[src/rtl/regfile_wb_arbiter_pkg.sv]
// Shared widths, pending-entry payload and drain-select encoding for the regfile writeback arbiter.
package regfile_wb_arbiter_pkg;

    localparam int unsigned XLEN     = 32;
    localparam int unsigned REG_AW   = 5;
    localparam int unsigned NUM_REGS = 32;
    localparam logic [REG_AW-1:0] REG_ZERO = 5'd0;

    typedef struct packed {
        logic              valid;
        logic [REG_AW-1:0] addr;
        logic [XLEN-1:0]   data;
    } wb_entry_t;

    typedef enum logic [1:0] {
        SEL_NONE,
        SEL_PORT0,
        SEL_PORT1,
        SEL_DROP
    } drain_sel_t;

    function automatic logic addr_hit(input logic en,
                                      input logic [REG_AW-1:0] a,
                                      input logic [REG_AW-1:0] b);
        return en && (a == b);
    endfunction

endpackage

[src/rtl/regfile_wb_arbiter_pending_fifo.sv]
// In-order queue of long-latency writes; entries can be invalidated by address while queued.
module wb_pending_fifo
    import regfile_wb_arbiter_pkg::*;
#(
    parameter int unsigned DEPTH = 4
) (
    input  logic                clk,
    input  logic                rst,
    input  logic                push,
    input  wb_entry_t           push_entry,
    input  logic                pop,
    input  logic                kill0_en,
    input  logic [REG_AW-1:0]   kill0_addr,
    input  logic                kill1_en,
    input  logic [REG_AW-1:0]   kill1_addr,
    output logic                empty,
    output logic                full,
    output logic                head_valid,
    output logic [REG_AW-1:0]   head_addr,
    output logic [XLEN-1:0]     head_data,
    output logic [NUM_REGS-1:0] busy_mask
);

    localparam int unsigned PTR_W = $clog2(DEPTH);
    localparam int unsigned CNT_W = PTR_W + 1;

    wb_entry_t          mem [DEPTH];
    logic [PTR_W-1:0]   rd_ptr;
    logic [PTR_W-1:0]   wr_ptr;
    logic [CNT_W-1:0]   count;

    // Kill is applied first so a same-cycle push to a killed address still lands valid.
    always_ff @(posedge clk) begin
        if (rst) begin
            rd_ptr <= '0;
            wr_ptr <= '0;
            count  <= '0;
            for (int i = 0; i < int'(DEPTH); i++) begin
                mem[i].valid <= 1'b0;
            end
        end else begin
            for (int i = 0; i < int'(DEPTH); i++) begin
                if (addr_hit(kill0_en, mem[i].addr, kill0_addr) ||
                    addr_hit(kill1_en, mem[i].addr, kill1_addr)) begin
                    mem[i].valid <= 1'b0;
                end
            end
            if (pop) begin
                mem[rd_ptr].valid <= 1'b0;
                rd_ptr            <= rd_ptr + PTR_W'(1);
            end
            if (push) begin
                mem[wr_ptr] <= push_entry;
                wr_ptr      <= wr_ptr + PTR_W'(1);
            end
            count <= count + CNT_W'(push) - CNT_W'(pop);
        end
    end

    always_comb begin
        empty      = (count == '0);
        full       = (count == CNT_W'(DEPTH));
        head_valid = !empty && mem[rd_ptr].valid;
        head_addr  = mem[rd_ptr].addr;
        head_data  = mem[rd_ptr].data;
    end

    // Slots outside the occupied window are always invalid, so decode every slot.
    always_comb begin
        busy_mask = '0;
        for (int i = 0; i < int'(DEPTH); i++) begin
            if (mem[i].valid) begin
                busy_mask[mem[i].addr] = 1'b1;
            end
        end
    end

endmodule

[src/rtl/regfile_wb_arbiter.sv]
// Schedules pipe writebacks and queued long-latency results onto the two regfile write ports.
module regfile_wb_arbiter
    import regfile_wb_arbiter_pkg::*;
#(
    parameter int unsigned DEPTH    = 4,
    parameter int unsigned MAX_WAIT = 8
) (
    input  logic                clk,
    input  logic                rst,
    input  logic                pipe_wen0,
    input  logic [REG_AW-1:0]   pipe_waddr0,
    input  logic [XLEN-1:0]     pipe_wdata0,
    input  logic                pipe_wen1,
    input  logic [REG_AW-1:0]   pipe_waddr1,
    input  logic [XLEN-1:0]     pipe_wdata1,
    input  logic                lu_valid,
    output logic                lu_ready,
    input  logic [REG_AW-1:0]   lu_waddr,
    input  logic [XLEN-1:0]     lu_wdata,
    output logic                rf_wen0,
    output logic [REG_AW-1:0]   rf_waddr0,
    output logic [XLEN-1:0]     rf_wdata0,
    output logic                rf_wen1,
    output logic [REG_AW-1:0]   rf_waddr1,
    output logic [XLEN-1:0]     rf_wdata1,
    output logic [NUM_REGS-1:0] pend_busy,
    output logic                wb_stall
);

    localparam int unsigned AGE_W = $clog2(MAX_WAIT + 1);

    logic              pipe_live0;
    logic              pipe_live1;
    logic              head_live;
    logic              fifo_empty;
    logic              fifo_full;
    logic              head_valid;
    logic [REG_AW-1:0] head_addr;
    logic [XLEN-1:0]   head_data;
    logic              push;
    logic              pop;
    logic              blocked;
    wb_entry_t         push_entry;
    drain_sel_t        sel;
    logic [AGE_W-1:0]  age;

    // r0 writes vanish; a pipe1 write shadowed by pipe0 to the same register is dropped.
    always_comb begin
        pipe_live0 = pipe_wen0 && (pipe_waddr0 != REG_ZERO);
        pipe_live1 = pipe_wen1 && (pipe_waddr1 != REG_ZERO) &&
                     !addr_hit(pipe_live0, pipe_waddr1, pipe_waddr0);
        head_live  = head_valid &&
                     !addr_hit(pipe_live0, head_addr, pipe_waddr0) &&
                     !addr_hit(pipe_live1, head_addr, pipe_waddr1);
    end

    // A head overwritten by this cycle's pipe write is retired without using a port.
    always_comb begin
        sel = SEL_NONE;
        if (!fifo_empty) begin
            if (!head_live) begin
                sel = SEL_DROP;
            end else if (!pipe_live0) begin
                sel = SEL_PORT0;
            end else if (!pipe_live1) begin
                sel = SEL_PORT1;
            end
        end
        pop     = (sel != SEL_NONE);
        blocked = !fifo_empty && (sel == SEL_NONE);
    end

    always_comb begin
        rf_wen0   = !rst && (pipe_live0 || (sel == SEL_PORT0));
        rf_waddr0 = pipe_live0 ? pipe_waddr0 : head_addr;
        rf_wdata0 = pipe_live0 ? pipe_wdata0 : head_data;
        rf_wen1   = !rst && (pipe_live1 || (sel == SEL_PORT1));
        rf_waddr1 = pipe_live1 ? pipe_waddr1 : head_addr;
        rf_wdata1 = pipe_live1 ? pipe_wdata1 : head_data;
    end

    always_comb begin
        lu_ready   = !rst && !fifo_full;
        push       = lu_valid && lu_ready && (lu_waddr != REG_ZERO);
        push_entry = '{valid: 1'b1, addr: lu_waddr, data: lu_wdata};
    end

    wb_pending_fifo #(
        .DEPTH(DEPTH)
    ) u_fifo (
        .clk        (clk),
        .rst        (rst),
        .push       (push),
        .push_entry (push_entry),
        .pop        (pop),
        .kill0_en   (pipe_live0),
        .kill0_addr (pipe_waddr0),
        .kill1_en   (pipe_live1),
        .kill1_addr (pipe_waddr1),
        .empty      (fifo_empty),
        .full       (fifo_full),
        .head_valid (head_valid),
        .head_addr  (head_addr),
        .head_data  (head_data),
        .busy_mask  (pend_busy)
    );

    // Age saturates at MAX_WAIT-1; the stall holds until the head finally leaves.
    always_ff @(posedge clk) begin
        if (rst) begin
            age      <= '0;
            wb_stall <= 1'b0;
        end else if (blocked) begin
            if (age == AGE_W'(MAX_WAIT - 1)) begin
                wb_stall <= 1'b1;
            end else begin
                age <= age + AGE_W'(1);
            end
        end else begin
            age      <= '0;
            wb_stall <= 1'b0;
        end
    end

endmodule

[config.mk]
export PLATFORM = sky130hd
export DESIGN_NAME = regfile_wb_arbiter
export DESIGN_NICKNAME = d
export VERILOG_FILES = /design/src/rtl/regfile_wb_arbiter_pkg.sv /design/src/rtl/regfile_wb_arbiter_pending_fifo.sv /design/src/rtl/regfile_wb_arbiter.sv
export SDC_FILE = /design/constraint.sdc
export NUM_CORES = 1
export LEC_CHECK = 0
export ABC_AREA = 1
export BUFFER_PORTS_ARGS = -buffer_cell sky130_fd_sc_hd__buf_2
export CORE_MARGIN = 1.5
export CORE_UTILIZATION = 30
export DETAILED_ROUTE_END_ITERATION = 6
export SLEW_MARGIN = 20
export SYNTH_ARGS = -nofsm -noshare
export SYNTH_HDL_FRONTEND = slang
export SYNTH_SLANG_ARGS = --single-unit
[constraint.sdc]
create_clock -name clk -period 3.81 [get_ports clk]
set_input_delay 0.762 -clock clk [delete_from_list [all_inputs] [get_ports clk]]
set_output_delay 0.762 -clock clk [all_outputs]
set_load 0.02 [all_outputs]
==> results by group <==
Synth
  • Flops & latches, synth: 166
  • Mapped cell area: 0.00920 sq mm
  • Syn Area/Cell: 8.90 sq um
  • Post-synth EDFFs: 148
  • Ys flop type: edfxtp_1
  • Synth Net Count: 1,162
  • Yosys cell types: 37
  • Post-synthesis sequential area ratio: 52.2%
  • Ys async rst share: 0%
  • Warnings, synthesis: 0
  • Syn Inst Count: 1,034

Pwr
  • Overall Power: 6.38 mW
  • Power Density: 566 mW/mm^2
  • Lkg Pwr: 4.76 nW
  • Worst VDD drop: 0.380 mV

Timing
  • Worst slew pin tran: 0.664 ns
  • Unrepaired setup endpoints after global routing: no
  • Clk_skew: 0.00754 ns
  • Slew headroom: 55.7%
  • Setup TNS: 0 ns
  • Fmax: 293 MHz
  • Final period utilization: 89.7%
  • Final number of setup-violating endpoints: 0
  • Final Max Slew Viols: 0
  • Worst hold slack: 0.484 ns
  • Minimum clock period: 3.42 ns
  • Final Hold Viols: 0

Global routing
  • GRT overflow: 0
  • Vias in the first global route: 7,635
  • Largest net degree at the start of global routing: 63
  • Initial antenna violation count: 3
  • First-pass GRT wire length: 41,900 microns
  • Total track usage: 17.4%

Job
  • Total of max-cap violations: 0

Worst hold path
  • Worst min path class: flip-flop to flip-flop
  • Worst Hold Launch: u_fifo.count[2]$_SDFF_PP0_

Finish
  • Fillers: 3,060
  • Net count reported at finish: 1,359
  • Final core utilization: 37.6%
  • Non-Filler Instances: 1,636
  • P&R area growth vs syn: 22.5%
  • Share of post-route cells with drive strength above 1: 24.8%

Worst setup path
  • Slowest cell on crit path: buf_4
  • Crit Path Class: flip-flop to primary output
  • Critical Path RT: 3.05 ns
  • Worst-path fanout max: 46
  • CP Cell Sequence: inv_2 > buf_4 > o21ai_0 > o22ai_1 > nand2_1 > nand2_1 > buf_2
  • Crit end category: primary output
  • Most common cell on crit path: nand2_1
  • Critical Path Max Stage Delay: 0.51 ns
  • Setup crit start kind: flip-flop
  • Crit path DAT: 2.65 ns

Routing
  • Final wirelength: 28,200 microns
  • DRC: 0
  • First-pass iteration count of the detailed router: 5
  • Detailed-route wire length per cell: 17.2 microns
  • Routed via count: 8,279
  • Routed Antenna Nets: 0
  • Initial drt markers: 780
  • Vias per cell: 5.06

Clock network
  • H-tree depth: 4
  • Max clock buf depth: 2
  • Hold buffer count at cts: 0
  • Num Clock Sinks: 166
  • Post-CTS sizing: 0
  • Postcts setup bufs: 0
  • CTS Buf Count: 17
  • CTS root buffer: clkbuf_16
  • CTS tree: done
  • Worst-Skew Late Latency: 0.42 ns
  • Clock-pin slew on the worst setup and hold paths: 0.07 ns

Floorplan
  • Core area: 0.0300 sq mm
  • Die W: 178 microns
  • Die Ht: 178 microns
  • Initial Util: 30.7%
  • Num rows: 63
  • # IOs: 226
  • Die Area: 0.0317 sq mm

Placement
  • Placer Congestion: 0.919
  • Hpwl dp: 19,100 microns
  • Post-Place Cells: 1,602
  • Port Buffer Count: 225

Run status
  • Outcome: complete, no violations
[worst max-delay path, delay by kind of cell (launching register included)]
family / cells / cell delay (ns)
compound gates: 2 / 0.45
flops: 1 / 0.42
simple gates: 2 / 0.24
buf+inv: 3 / 1.10
[Yosys cell counts (2+ instances only)]
library cell | count | area share (%)
o21ai_1 | 4 | 0.22
o21ai_0 | 74 | 4.0
o221ai_1 | 31 | 3.0
o22ai_1 | 33 | 2.2
nand2_2 | 11 | 0.75
a21oi_1 | 8 | 0.44
inv_2 | 6 | 0.24
buf_4 | 9 | 0.73
o22a_1 | 31 | 3.0
nand4_1 | 11 | 0.75
nor2_1 | 93 | 3.8
buf_2 | 14 | 0.76
nand3b_1 | 3 | 0.24
nor3_1 | 16 | 0.87
nor2_2 | 2 | 0.14
xnor2_1 | 14 | 1.3
xor2_1 | 21 | 2.0
inv_1 | 54 | 2.2
nand3_1 | 62 | 3.4
buf_6 | 3 | 0.37
dfxtp_1 | 18 | 3.9
clkbuf_1 | 39 | 1.6
nand2_1 | 296 | 12
ha_1 | 11 | 1.5
edfxtp_1 | 148 | 48
nand3_2 | 9 | 0.98
nand4_2 | 2 | 0.27
nor4_1 | 2 | 0.14
[power by group]
part	internal (mW)	total (mW)	switching, mW
Combinational	0.786	2.53	1.75
Sequential	2.11	2.22	0.114
Clock	0.863	1.62	0.754
[area by class of cell]
| cell class | count | area [sq um] | share of cell area [%] |
|---|---|---|---|
| Multi-Input combinational cell | 742 | 3850 | 34.2 |
| Sequential cell | 166 | 4810 | 42.6 |
| Clock inverter | 15 | 139 | 1.23 |
| Clock buffer | 17 | 425 | 3.77 |
| Tap cell | 390 | 488 | 4.33 |
| Antenna cell | 2 | 5.00 | 0.0444 |
| Inverter | 60 | 225 | 2.00 |
| Timing Repair Buffer | 244 | 1330 | 11.8 |
[flip-flops by register name (all words and copies together), names as in the netlist, named ones only]
signal and cells:
wb_stall 1, u_fifo.rd_ptr 2, u_fifo.wr_ptr 2, age 4, u_fifo.mem 152, u_fifo.count 3
[layout by cell type (no fill, tap or decap), types with 5 or more instances in the layout]
cell,n
nand3_1,62
inv_2,10
inv_8,5
edfxtp_1,148
nor3_1,16
o22a_1,31
o21ai_0,74
xor2_1,21
nand2_2,11
ha_1,11
dfxtp_1,17
buf_4,14
xnor2_1,14
clkbuf_16,17
buf_2,225
o221ai_1,31
nand3_2,9
nand2_1,296
nor2_1,93
nand4_1,11
a21oi_1,8
inv_1,50
o22ai_1,33
buf_12,5
[cell families (layout without fill, tap and decap cells)]
logic type,after synthesis,after routing,share of synthesized area [%]
AND/OR/NAND/NOR,509,509,23.5
AO/OA/AOI/OAI,185,185,13.2
flip-flops,166,166,52.2
buffers and inverters,126,336,5.94
XOR/XNOR,35,35,3.33
adder cells (fa/ha/maj),12,12,1.71
multiplexers,1,1,0.109
other,0,2,0
[metrics by stage]
step	area (sq um)	setup slack, ns
after global routing	11300	0.160
after floorplan	9200	0.681
after detailed placement	10700	0.425
after global placement	10700	0.397
after CTS	11300	0.335
final	11300	0.393
[metal layers]
layer,global-route usage (%),up-vias,wire (microns)
li1,-,3997,-
met1,22.9,3869,12100
met2,29.1,377,13600
met3,3.41,34,2140
met4,4.73,2,356
met5,0,-,13
[path summary, 6_finish.rpt]
kind	to	slack, ns	cells past startpoint
max	rf_wdata1[31]	0.39	7
min	u_fifo.count[2]$_SDFF_PP0_	0.48	1
max reg2reg	u_fifo.count[2]$_SDFF_PP0_	0.49	20
min reg2reg	u_fifo.count[2]$_SDFF_PP0_	0.48	1
Power figures use the tool's default switching activity.
